==> config.mk <==
export PLATFORM = sky130hd
export DESIGN_NAME = gcd_top
export DESIGN_NICKNAME = d
export VERILOG_FILES = /design/src/rtl/gcd_top.sv
export SDC_FILE = /design/constraint.sdc
export NUM_CORES = 1
export LEC_CHECK = 0
export ABC_CLOCK_PERIOD_IN_PS = 4200
export CAP_MARGIN = 15
export CORE_AREA = 2 2 171 189
export CTS_CLUSTER_DIAMETER = 100
export CTS_CLUSTER_SIZE = 28
export DETAILED_ROUTE_END_ITERATION = 7
export DIE_AREA = 0 0 173 191
export PLACE_DENSITY = 0.56
export SYNTH_ARGS = -nofsm -noshare
export SYNTH_HDL_FRONTEND = slang
export SYNTH_SLANG_ARGS = --single-unit
export TNS_END_PERCENT = 100
==> constraint.sdc <==
create_clock -name clk -period 4.2 [get_ports clk]
set_clock_uncertainty 0.1 [all_clocks]
set_input_delay 1.05 -clock clk [delete_from_list [all_inputs] [get_ports clk]]
set_output_delay 1.05 -clock clk [all_outputs]
set_load 0.05 [all_outputs]
==> src/rtl/gcd_top.sv <==
// Iterative subtract-and-compare GCD engine with registered result and done pulse.
// Optional GCD_RESTART_EN: a start outside IDLE aborts the running job and reloads operands.
module gcd_top #(
   parameter int N = 32
) (
   input  logic         clk,
   input  logic         n_rst,
   input  logic         start,
   input  logic [N-1:0] A,
   input  logic [N-1:0] B,
   output logic [N-1:0] res,
   output logic         done
);

   // state | meaning
   // IDLE  | waiting for start, res holds last result
   // CALC  | one subtract/compare step per clock
   // DONE  | done pulse cycle, returns to IDLE
   typedef enum logic [1:0] {IDLE, CALC, DONE} state_t;

`ifdef GCD_RESTART_EN
   localparam logic RESTART_EN = 1'b1;
`else
   localparam logic RESTART_EN = 1'b0;
`endif

   state_t       state_q, state_d;
   logic [N-1:0] x_q, x_d;
   logic [N-1:0] y_q, y_d;
   logic [N-1:0] res_q, res_d;
   logic         done_q, done_d;
   logic [1:0]   rst_sync_q;
   logic         rst_core_n;

   // Reset asserts immediately but releases on a clock edge.
   always_ff @(posedge clk or negedge n_rst) begin
      if (!n_rst) rst_sync_q <= 2'b00;
      else        rst_sync_q <= {rst_sync_q[0], 1'b1};
   end
   assign rst_core_n = rst_sync_q[1];

   always_ff @(posedge clk or negedge rst_core_n) begin
      if (!rst_core_n) begin
         state_q <= IDLE;
         x_q     <= '0;
         y_q     <= '0;
         res_q   <= '0;
         done_q  <= 1'b0;
      end else begin
         state_q <= state_d;
         x_q     <= x_d;
         y_q     <= y_d;
         res_q   <= res_d;
         done_q  <= done_d;
      end
   end

   always_comb begin
      state_d = state_q;
      x_d     = x_q;
      y_d     = y_q;
      res_d   = res_q;
      done_d  = 1'b0;
      case (state_q)
         IDLE: begin
            if (start) begin
               x_d     = A;
               y_d     = B;
               state_d = CALC;
            end
         end
         CALC: begin
            if ((x_q == '0) || (y_q == '0)) begin
               res_d   = x_q | y_q;
               done_d  = 1'b1;
               state_d = DONE;
            end else if (x_q == y_q) begin
               res_d   = x_q;
               done_d  = 1'b1;
               state_d = DONE;
            end else if (x_q > y_q) begin
               x_d = x_q - y_q;
            end else begin
               y_d = y_q - x_q;
            end
         end
         DONE:    state_d = IDLE;
         default: state_d = IDLE;
      endcase
      // Abort-and-restart discards any termination reached on this same edge.
      if (RESTART_EN && start && (state_q != IDLE)) begin
         x_d     = A;
         y_d     = B;
         res_d   = res_q;
         done_d  = 1'b0;
         state_d = CALC;
      end
   end

   assign res  = res_q;
   assign done = done_q;

endmodule

# After elaboration in Yosys (flattened, before gate mapping)
# Cells that the tools add are included.
# word_totals
wordCells,47
output_inout_bits,33
register_bits,101
inputBits,67
# op_classes
n_lt_le_gt_ge,1
reduce_logical,10
bitwise_logic,1
add_sub_neg,2
n_eq_ne,8
muxes,19
# ops
op,count
2-to-1 mux 32 bit,10
one-hot mux 32 bit (2 select lines),2
logical NOT 32 bit,2
subtractor 32 bit,2
== test 32 bit,1
> comparator 32 bit,1
bitwise OR 32 bit,1
"inequality test 2 bit, second input constant",5
AND reduction 5 bit,2
2-to-1 mux 2 bit,3
one-hot mux 2 bit (2 select lines),1
AND reduction 2 bit,2
nonzero test 2 bit,2
2-to-1 mux 1 bit,3
"inequality test 3 bit, second input constant",1
"== test 2 x 1 -> 1 bit, second input constant",1
logical NOT 2 bit,1
logical OR 1 bit,1

# Depth between registers and ports, before layout
# logic_depth
depth_word,5
mapped_depth,13
ltp_nobuf,11

# Worst setup path before layout
# Ideal clock, no wire load.
# synth_timing
kind,register to register
start,reg x_q[0]
end,reg y_q[26]
required_ps,3975
t_arrival_ps,2620
n_path_buf,1
synth_period_minus_slack_ps,2845
slack_ps,1355
setup_ps,125
stages_incl_launch_ff,12
cell_sequence,dfrtp_1 inv_1 ha_1 fa_1 nor3_1 o31ai_2 a311oi_2 a211oi_2 a21o_1 a21oi_4 buf_4 mux2_2
# synth_between
elab_chain_len,5
elab_cells_between_ends,13
classes_between,add/sub (1); order compare (1); eq/ne (4); mux (4); reduce/logical (3)
# synth_rtl
element,line_no,rtl
start: declaration,28,"logic [N-1:0] x_q, x_d;"
start signal: assignment,45,x_q <= '0;
start signal: assignment,51,x_q <= x_d;
subtractor 32 bit,84,y_d = y_q - x_q;
2-to-1 mux 32 bit,81,end else if (x_q > y_q) begin
2-to-1 mux 32 bit,77,end else if (x_q == y_q) begin
2-to-1 mux 32 bit,73,if ((x_q == '0) || (y_q == '0)) begin
one-hot mux 32 bit (2 select lines),64,case (state_q)
end signal: assignment,52,y_q <= y_d;
end: declaration,29,"logic [N-1:0] y_q, y_d;"
# Parallel ways exist; a longest one is shown, timed or not. The select of a mux whose other input is x is not followed.
# A chain may end at the register's enable or synchronous reset.

# Final worst setup path
# layout_timing
start,reg x_q[14]
end,reg y_q[12]
# layout_between
elab_chain_len,4
elab_cells_between_ends,8
classes_between,order compare (1); eq/ne (4); reduce/logical (3)
# layout_rtl
element
branches (longest 3 deep; another with > comparator 32 bit)
AND reduction 5 bit (no line) *
# Every way passes the cells marked *.

==> key figures <==
Clock tree
  – Htree depth: 3
  – Worst-path clk slew: 90 ps
  – Cts bufs inserted: 9
  – Hold buffer count at cts: 0
  – # clock sinks: 101
  – Clock insertion delay at the later pin of the skew report: 380 ps
  – Clock buffer depth: 2
  – Post-CTS resize count: 0
  – CTS tree: yes
  – CTS root buffer: clkbuf_16
  – Setup Fix Bufs, Post-CTS: 0

Timing
  – Min Tclk post-route: between 3000 and 4000 ps
  – RSZ-0062 raised after global routing: false
  – Worst Max-Slew Pin Slew: roughly 820 ps
  – Post-route worst setup slack: roughly 300 ps
  – Count of final hold-check violations: 0
  – Slew Limit Fails: 0
  – Fin Setup TNS: 0 ps
  – Final setup fails: 0
  – Tcrit/Tclk final: between 90 and 100%
  – Fmax: around 260 MHz
  – Worst relative slew slack: between 40% and 50%

Worst setup path
  – Worst Setup Start Kind: flip-flop
  – R2R cell count: 11
  – Reg2Reg Capture Point: y_q[12]
  – Cells along the critical path: inv_1, ha_1, nor4_4, nand2_1, nor4_1, or3b_1, nor4_2, a21oi_4, buf_12, a211oi_1, a21o_1
  – Crit Path Max Fanout: 28
  – Worst Setup End Kind: flip-flop
  – CP max stage delay: around 560 ps
  – R2R setup slack: roughly 300 ps
  – Required time of the critical path: between 4000 and 5000 ps
  – RR Startpoint: x_q[14]
  – Critical-path top delay cell: dfrtp_1
  – Critical path class: reg2reg
  – Worst EP arrival: approximately 4000 ps

Job
  – Maxcap violations: 0

Synth
  – Post-synth top area share: a little over a quarter
  – Post-synthesis sequential area ratio: a little over a quarter
  – Area leader, netlist: dfrtp_1
  – Yosys warnings: 0
  – Synth top area cells: dfrtp_1 27%, ha_1 13%, o21ai_0 7.8%
  – Asr flop ratio synth: 100%
  – Ys flop type: dfrtp_1
  – Netlist cell types: 80
  – Synthesized instance count: 1,182
  – Mapped Area: ~9000 µm²
  – Mapped Avg Cell Area: a little under 8 µm²
  – Number of synthesized flops with an enable pin: 0
  – #FFs+latches synth: between 100 and 150
  – Synth Net Count: around 1,300

Cells and area
  – Share of cells above drive strength 1: ~6.5%
  – Final Cell Area: about 11,000 µm²
  – Area of the multi-input gates: approximately 6000 µm²
  – Non-Filler Instances: 1,679
  – Highest-count cells in the layout ignoring fill and taps: 153 x nand2_1, 142 x o21ai_0, 107 x inv_1
  – Antenna cells: 0
  – Fill count: approximately 3,400
  – Area Overhead vs Synth: 19.5%
  – Most common cell after layout, fill and taps aside: nand2_1
  – Register area: around 2500 µm²
  – Layout Nets: approximately 1,400

Place
  – Dpl cells: approximately 1,700
  – RD Place Congestion: roughly 0.94
  – I/O Buffers: between 90 and 100
  – HPWL Detailed: ~27,000 µm
  – Setup Slack @ Placement: ~330 ps
  – Placed Area: between 10,000 and 15,000 µm²

GRT
  – Total GRT Usage: between 20% and 30%
  – GR Util met1: a little over a quarter
  – Largest net degree at the start of global routing: between 60 and 70
  – Initial antenna violation count: 0
  – Met3 Use GR: ~2.6%
  – Top Usage Layer GRT: met2
  – GRT met2 Usage: approximately 36%
  – First-pass GRT wire length: between 50,000 and 60,000 µm
  – GRT overflow: 0
  – Vias in the first global route: a little under 9,000

Drt
  – 1st-pass router iterations: 5
  – DR iter-0 viols: around 540
  – WL per Instance: 20.1 µm
  – Antenna Nets Post-Route: 0
  – DR vias: around 8,600
  – WL final: approximately 34,000 µm
  – Remaining DRCs: 0
  – Vias per cell: a little over 5

Die
  – Io pins: 100
  – DIE WIDTH: between 150 and 200 µm
  – Initial Utilization: between 20 and 30%
  – Core area: 31,100 µm²
  – Die area: about 33,000 µm²
  – Rows: between 60 and 70
  – DIE HEIGHT: approximately 190 µm

Min path
  – Hold Path Class: reg2async

Outcome
  – Outcome: finished clean
==> cells by family after synthesis <==
kind of cell	synth area share [%]
other cells	0.0406
buf+inv	8.03
simple gates	18.4
compound gates	25.3
flops	27.4
xor+xnor	4.37
mux	3.19
fa+ha+maj	13.3
==> final cells by class <==
cell class,instances,share of cell area (%)
clock buffers,9,2.04
clock inverters,7,1.07
inverters,108,3.68
multi-input cells,906,54.4
flip-flops and latches,101,23.0
well taps,420,4.77
repair buffers,128,11.1
==> flip-flops by register name, indices dropped and copies added, names as in the netlist <==
register,count
res,32
x_q,32
y_q,32
rst_sync_q,2
state_q,2
done,1
==> worst max-delay path, delay by kind of cell (launching register included) <==
| kind | cells | cell delay [ps] |
|---|---|---|
| buffers and inverters | 2 | 360 |
| adders and majority gates | 1 | 500 |
| DFF | 1 | 560 |
| and+or+nand+nor | 5 | 1550 |
| AOI/OAI and AO/OA | 3 | 710 |
==> cell usage after synthesis, types with 9 or more instances <==
library cell	number
ha_1	95
nand4_1	9
nor4_1	29
xnor2_1	44
nor2b_1	19
clkbuf_1	31
nand2_1	153
dfrtp_1	101
nor2_1	85
nand3_1	17
o21ai_1	12
o21bai_1	10
nor3_1	13
mux2i_1	26
buf_2	24
o21ai_0	143
nand2b_1	12
a211oi_1	12
o31ai_1	21
a21oi_1	96
inv_1	107
==> through the flow <==
step / hold slack, ps / util [%]
3_3_place_gp: 120 / 34.3
3_5_place_dp: 124 / 34.3
5_1_grt: 147 / 35.4
2_1_floorplan: 231 / -
4_1_cts: 133 / 35.4
6_report: 109 / 35.4
==> worst max path at each step <==
stage                        startpoint      end  slack (ps)  depth (start not counted)
after floorplan           rst_sync_q[1]     done        1080                          0
after global placement          x_q[15]  y_q[12]         350                         11
after detailed placement        x_q[15]  y_q[12]         330                         11
after CTS                       x_q[15]  y_q[12]         310                         11
after global routing            x_q[15]  y_q[12]         130                         11
final                           x_q[14]  y_q[12]         300                         11
==> per-layer routing <==
| metal | part of all wire [%] | vias to the layer above | wire length (µm) |
|---|---|---|---|
| met5 | 0 | - | 0 |
| met4 | 2.9 | 0 | 981 |
| met3 | 3.5 | 36 | 1190 |
| met2 | 49 | 207 | 16500 |
| met1 | 45 | 4115 | 15100 |
| li1 | - | 4249 | - |
Power is left out: the tool's default activity adds up to more than one toggle a clock period on the data nets, which glitch-free logic cannot reach.
